### src/rtl/fp_div_issue_queue.sv
// fp_div_issue_queue
//   Issue/return wrapper around a fixed-latency pipelined FP divider.
//   Requests are forwarded to the divider as a registered one-cycle token.
//   Quotients come back tagged and are buffered in a show-ahead result FIFO.
//   Credits (used_count) cap outstanding plus buffered work at DEPTH, so a
//   returning quotient always has a FIFO slot.
//   After reset a FLUSH phase of LATENCY edges discards tokens that were
//   already inside the divider before reset.
//
// Ports
//   clock, reset_n                  clock, asynchronous active-low reset
//   req_valid/req_ready             request handshake
//   req_a, req_b, req_tag           operands and caller tag
//   div_token, div_a, div_b         divider trigger {tag, go} and operands
//   div_done_token, div_result      divider completion {tag, done} and quotient
//   resp_valid/resp_ready           response handshake
//   resp_result, resp_tag           FIFO head entry
//   used_count                      outstanding plus buffered requests
//   overflow_err                    sticky: done token arrived with FIFO full
module fp_div_issue_queue #(
  parameter int unsigned TAG_WIDTH = 4,
  parameter int unsigned LATENCY   = 14,
  parameter int unsigned DEPTH     = 16
) (
  input  logic                         clock,
  input  logic                         reset_n,
  input  logic                         req_valid,
  output logic                         req_ready,
  input  logic [31:0]                  req_a,
  input  logic [31:0]                  req_b,
  input  logic [TAG_WIDTH-1:0]         req_tag,
  output logic [TAG_WIDTH:0]           div_token,
  output logic [31:0]                  div_a,
  output logic [31:0]                  div_b,
  input  logic [TAG_WIDTH:0]           div_done_token,
  input  logic [31:0]                  div_result,
  output logic                         resp_valid,
  input  logic                         resp_ready,
  output logic [31:0]                  resp_result,
  output logic [TAG_WIDTH-1:0]         resp_tag,
  output logic [$clog2(DEPTH+1)-1:0]   used_count,
  output logic                         overflow_err
);

  localparam int unsigned CW = $clog2(DEPTH + 1);
  localparam int unsigned PW = $clog2(DEPTH);
  localparam int unsigned LW = (LATENCY < 1) ? 1 : $clog2(LATENCY + 1);
  localparam int unsigned EW = TAG_WIDTH + 32;

  typedef enum logic [0:0] {
    FLUSH = 1'b0,
    RUN   = 1'b1
  } state_t;

  state_t          state;
  logic [LW-1:0]   flush_cnt;
  logic [PW-1:0]   wptr;
  logic [PW-1:0]   rptr;
  logic [CW-1:0]   fifo_cnt;
  logic [EW-1:0]   mem [DEPTH];

  logic accept;
  logic pop;
  logic done;
  logic fifo_full;
  logic wr;

  assign req_ready  = (state == RUN) && (used_count < CW'(DEPTH));
  assign accept     = req_valid && req_ready;
  assign resp_valid = (fifo_cnt != '0);
  assign pop        = resp_valid && resp_ready;
  assign done       = div_done_token[0] && (state == RUN);
  assign fifo_full  = (fifo_cnt == CW'(DEPTH));
  assign wr         = done && !fifo_full;

  assign {resp_tag, resp_result} = mem[rptr];

  // FLUSH lasts LATENCY edges so that anything issued before reset has
  // drained out of the divider before done tokens are accepted again.
  always_ff @(posedge clock or negedge reset_n) begin
    if (!reset_n) begin
      state     <= FLUSH;
      flush_cnt <= LW'(LATENCY);
    end else if (state == FLUSH) begin
      if (flush_cnt <= LW'(1)) state <= RUN;
      if (flush_cnt != '0) flush_cnt <= flush_cnt - LW'(1);
    end
  end

  always_ff @(posedge clock or negedge reset_n) begin
    if (!reset_n) begin
      div_token <= '0;
      div_a     <= '0;
      div_b     <= '0;
    end else begin
      div_token <= accept ? {req_tag, 1'b1} : '0;
      if (accept) begin
        div_a <= req_a;
        div_b <= req_b;
      end
    end
  end

  always_ff @(posedge clock or negedge reset_n) begin
    if (!reset_n) begin
      used_count <= '0;
    end else begin
      case ({accept, pop})
        2'b10:   used_count <= used_count + CW'(1);
        2'b01:   used_count <= used_count - CW'(1);
        default: used_count <= used_count;
      endcase
    end
  end

  // Pointers are PW bits wide, so wrap modulo DEPTH is implicit.
  always_ff @(posedge clock or negedge reset_n) begin
    if (!reset_n) begin
      wptr         <= '0;
      rptr         <= '0;
      fifo_cnt     <= '0;
      overflow_err <= 1'b0;
    end else begin
      if (wr)  wptr <= wptr + PW'(1);
      if (pop) rptr <= rptr + PW'(1);
      case ({wr, pop})
        2'b10:   fifo_cnt <= fifo_cnt + CW'(1);
        2'b01:   fifo_cnt <= fifo_cnt - CW'(1);
        default: fifo_cnt <= fifo_cnt;
      endcase
      if (done && fifo_full) overflow_err <= 1'b1;
    end
  end

  always_ff @(posedge clock) begin
    if (wr) mem[wptr] <= {div_done_token[TAG_WIDTH:1], div_result};
  end

endmodule

### config.mk
export PLATFORM = sky130hd
export DESIGN_NAME = fp_div_issue_queue
export DESIGN_NICKNAME = d
export VERILOG_FILES = /design/src/rtl/fp_div_issue_queue.sv
export SDC_FILE = /design/constraint.sdc
export NUM_CORES = 1
export LEC_CHECK = 0
export ABC_AREA = 1
export CAP_MARGIN = 0
export CORE_MARGIN = 8
export CORE_UTILIZATION = 38
export DETAILED_ROUTE_END_ITERATION = 8
export GPL_ROUTABILITY_DRIVEN = 1
export PLACE_DENSITY = 0.59
export SYNTH_ARGS = -nofsm -noshare
export SYNTH_HDL_FRONTEND = slang
export SYNTH_SLANG_ARGS = --single-unit
### constraint.sdc
create_clock -name clock -period 4.3 [get_ports clock]
set_clock_uncertainty 0.05 [all_clocks]
set_input_delay 0.43 -clock clock [delete_from_list [all_inputs] [get_ports clock]]
set_output_delay 0.43 -clock clock [all_outputs]
set_load 0.005 [all_outputs]
# [Word-level counts from Yosys, hierarchy flattened]
# Memories as Yosys holds them, arrays and structs flattened.
# Cells that the tools add are included.
[totals] ff_bits=93 in_bits=109 n_memories=1 elab_cells=45 ramBits=576 out_inout_bits=113
[mem_list] memory="mem" words=16 width=36 rd=1 rd_clocked_by_memory_dff=0 write_ports=1 line="60" source="logic [EW-1:0] mem [DEPTH];"
[op_classes] bitwise_logic=1 muxes=7 n_reduce_logical=12 n_lt_le_gt_ge=2 n_eq_ne=5 n_addsub=7
[ops] cell="5-bit one-hot mux with 2 select lines" count=2
[ops] cell="5-bit by 1-bit adder with 5-bit output (second input constant)" count=2
[ops] cell="5-bit by 1-bit subtractor with 5-bit output (second input constant)" count=2
[ops] cell="4-bit by 1-bit adder with 4-bit output (second input constant)" count=2
[ops] cell="1-bit logical AND" count=6
[ops] cell="5-bit equality test (second input constant)" count=1
[ops] cell="5-bit less-than comparator (second input constant)" count=1
[ops] cell="5-bit two-way mux" count=1
[ops] cell="5-bit nonzero test" count=1
[ops] cell="2-bit by 1-bit equality test with 1-bit output (second input constant)" count=2
[ops] cell="2-bit equality test (second input constant)" count=2
[ops] cell="4-bit by 1-bit <= comparator with 1-bit output (second input constant)" count=1
[ops] cell="1-bit two-way mux" count=4
[ops] cell="2-bit nonzero test" count=2
[ops] cell="4-bit nonzero test" count=1
[ops] cell="4-bit by 1-bit subtractor with 4-bit output (second input constant)" count=1
[ops] cell="2-bit AND reduction" count=1
[ops] cell="1-bit zero test" count=1
[ops] cell="1-bit NOT" count=1

# [Logic depth before layout (Yosys ltp)]
[logic_depth] depth_word=5 depth_mapped=17 depth_no_buf=16

# [Least setup slack after synthesis]
# No wires, ideal clock.
[synth_path] kind="register to register" startpoint="reg fifo_cnt[0]" endpoint="mem mem[0][0] (netlist bit), enable pin" stages_incl_launch_ff=7 arrival_ns=2.452 period_less_slack_ns=2.931 slack_ns=1.369 n_path_buf=0 cell_sequence="dfrtp_1 -> inv_1 -> nand4_1 -> nand2_1 -> inv_1 -> nand2_1 -> nor2_1"
[synth_via] elab_chain_cells=5
[synth_lines] element="from (decl)" line="59" source="logic [CW-1:0] fifo_cnt;"
[synth_lines] element="from (signal assigned)" line="127" source="2'b10: fifo_cnt <= fifo_cnt + CW'(1);"
[synth_lines] element="from (signal assigned)" line="128" source="2'b01: fifo_cnt <= fifo_cnt - CW'(1);"
[synth_lines] element="from (signal assigned)" line="129" source="default: fifo_cnt <= fifo_cnt;"
[synth_lines] element="5-bit equality test" line="73" source="assign fifo_full = (fifo_cnt == CW'(DEPTH));"
[synth_lines] element="1-bit zero test" line="74" source="assign wr = done && !fifo_full;"
[synth_lines] element="1-bit logical AND" line="74"
[synth_lines] element="1-bit two-way mux" line="136" source="if (wr) mem[wptr] <= {div_done_token[TAG_WIDTH:1], div_result};"
[synth_lines] element="1-bit two-way mux (not written as such)" line="136"
[synth_lines] element="to (decl)" line="60"
# Every way passes these cells.

# [Worst setup path in the final report]
[layout_path] startpoint="reg rptr[0]" endpoint="out resp_result[8]"
[layout_via] elab_chain_cells=1
[layout_lines] element="from (decl)" line="58" source="logic [PW-1:0] rptr;"
[layout_lines] element="from (signal assigned)" line="125" source="if (pop) rptr <= rptr + PW'(1);"
[layout_lines] element="memory read 16 x 36 bit"
[layout_lines] element="to (decl)" line="39" source="output logic [31:0] resp_result,"
# Every way passes these cells.

==> metrics.txt <==
status=finished, final reports clean; Reg clk slew, reported paths=60 ps; fmax=around 270 MHz; Lkg Pwr=roughly 12 nW; detailed-route via count=17500; Reg power frac=0.384; CP most frequent cell=nand2_1; sequential cell area fraction in the yosys report=0.735; Core Region=69800 um^2; Die Span X=281 um; Final setup violation count=0; Critical Path AT=between 3000 and 4000 ps; Hold Buf Count CTS=1; slowest stage delay, CP=about 660 ps; Max-slew headroom=0.255; commonest non-fill, non-tap cell in the layout=nand2_1; worst hold path type=in -> reg; Total Negative Setup Slacks=0 ps; initial antenna violation count=1; Critical Path End Type=primary output; grt ovf=0; die height=about 280 um; vias in the first global route=17500; Slowest-stage cell, CP=dfrtp_4; TritonCTS buffer count=between 70 and 80; RD Place Congestion=0.752; 1st-pass router iterations=5; Comb power frac=0.347; RSZ-0062 raised after global routing=false; Final period util=0.866; final slew viol count=0; Unique masters post-synth=25; internal power=14.3 mW; die area=roughly 79000 um^2; Clk pwr share=0.269; CTS tree=built; initial core utilization=0.383; Max Cap Viol=0; CP Max Fanout=46; syn avg cell area=11.9 um^2; layout cells sized above 1=0.0691; Post-DP HPWL=39.1 mm; H-tree depth=3; sw frac=0.347; root buf cell=clkbuf_16; WL final=70.1 mm; ANT cells=0; IO Pins=222; Least-Margin Pin Slew=1120 ps; Final ANT Viol Nets=0; gr usage total=0.176; kind of start point of the critical path=flop; net load switching power=7.61 mW; syn_nets=2364; largest net degree at the start of global routing=155; wire length per cell=20.3 um; post-CTS setup buffers=0; via-per-instance ratio=5.06; first-pass GRT wire length=107 mm; Ys Warns=0; synthesized area=26700 um^2; most frequent cells in the layout=667 x nand2_1, 576 x edfxtp_1, 220 x clkdlybuf4s50_1, 188 x nor2_1, 158 x o21ai_0; cts repair resizes=0; Bufs on Longest Clock Path=3; Critical Path RT=3820 ps; Cell Rows=97; power per standard cell area=679 nW/um^2; Nets=about 2600; Worst-Skew Late Latency=590 ps; power consumption=22.0 mW; Iteration-0 DRC Markers=1562; VDD IR max=431 uV; Setup Crit Path Kind=reg -> out; drt drc=0; Seq cells post-synth=669; number of clock sinks=669; cell count after synthesis=~2200; Final Critical Period=3720 ps; number of hold violations in the final report=0; PortBufs=221; critical-path cell list=inv_6 > buf_12 > buf_12 > nand2_1 > nand3_1 > nand2_1 > a21oi_1 > nand2_1 > nand2_1 > clkdlybuf4s50_1; area delta synth->final=21.1%
## metrics by stage
step | utilization | cells | setup slack, ps | instance area, um^2 | hold WS, ps
5_1_grt | 0.463 | 3457 | 374 | 32300 | 302
3_3_place_gp | 0.431 | 3327 | 1210 | 30100 | 412
2_1_floorplan | - | 2242 | 1370 | 26700 | 84.4
6_report | 0.463 | 3457 | 575 | 32300 | 317
3_5_place_dp | 0.431 | 3327 | 1180 | 30100 | 414
4_1_cts | 0.463 | 3457 | 522 | 32300 | 275
## cells by family after synthesis
logic type	count (synthesis)	share of synthesized area
compound gates	388	0.0796
xor+xnor	14	0.00459
fa+ha+maj	13	0.00609
buf+inv	194	0.0343
flops	669	0.735
simple gates	964	0.140
## registers in the layout (all words and copies together), names as in the netlist, 4 cells and up
register / count
fifo_cnt: 5
mem: 576
used_count: 5
div_b: 32
rptr: 4
wptr: 4
div_a: 32
div_token: 5
flush_cnt: 4
## metal layers
| layer | global-route usage | vias up | part of all wire |
|---|---|---|---|
| li1 | - | 8218 | - |
| met1 | 0.228 | 8659 | 0.43 |
| met2 | 0.293 | 522 | 0.49 |
| met3 | 0.0378 | 101 | 0.064 |
| met4 | 0.0550 | 2 | 0.021 |
| met5 | 0 | - | 0.00019 |
## cell type report
type                       instances  area, um^2
multi-input combinational       1379        6280
clock buffer                      95        1990
fill                            6262       37400
inverter                          72         275
timing repair buffer             268        2740
sequential                       669       19600
tap                              940        1180
clock inverter                    34         243
## power by group through the flow
stage	clock, mW	combinational [mW]	sequential [mW]
after floorplan	0	4.27	8.44
after global placement	0	7.65	8.52
after detailed placement	0	7.74	8.55
after CTS	6.05	7.77	8.44
after global routing	6.28	8.47	8.53
final	5.90	7.62	8.43
## synthesized netlist by cell type (all sizes together)
| cell type | n | share of area |
|---|---|---|
| clkbuf | 43 | 0.0061 |
| o21bai | 1 | 0.00028 |
| ha | 13 | 0.0061 |
| nand3 | 87 | 0.016 |
| o211ai | 72 | 0.020 |
| buf | 79 | 0.018 |
| o21ai | 158 | 0.030 |
| nor2 | 205 | 0.029 |
| a21oi | 157 | 0.029 |
| edfxtp | 576 | 0.65 |
| inv | 71 | 0.010 |
| dfstp | 3 | 0.0030 |
| nor3 | 1 | 0.00019 |
| clkinv | 1 | 0.00014 |
| xnor2 | 6 | 0.0020 |
| nand2 | 669 | 0.094 |
| nand4 | 2 | 0.00047 |
| xor2 | 8 | 0.0026 |
| dfrtp | 90 | 0.084 |
## path summary, 6_finish.rpt
| check | from | end | slack, ps | depth (start not counted) |
|---|---|---|---|---|
| worst max register to register | fifo_cnt[1] | mem[5][1] | 1640 | 7 |
| max in group asynchronous | reset_n | div_b[10] | 2750 | 3 |
| min in group asynchronous | reset_n | div_b[15] | 380 | 2 |
| worst max-delay path | rptr[0] | resp_result[8] | 580 | 10 |
| worst min register to register | div_b[25] | div_b[25] | 430 | 2 |
| worst min-delay path | req_a[15] | div_a[15] | 320 | 3 |
## critical path: cells and delay by family (launching register included)
family / cells / cell delay, ps
buffers and inverters: 4 / 1380
flip-flops: 1 / 660
AO/OA/AOI/OAI: 1 / 210
AND/OR/NAND/NOR: 5 / 370
Power figures use the tool's default switching activity.
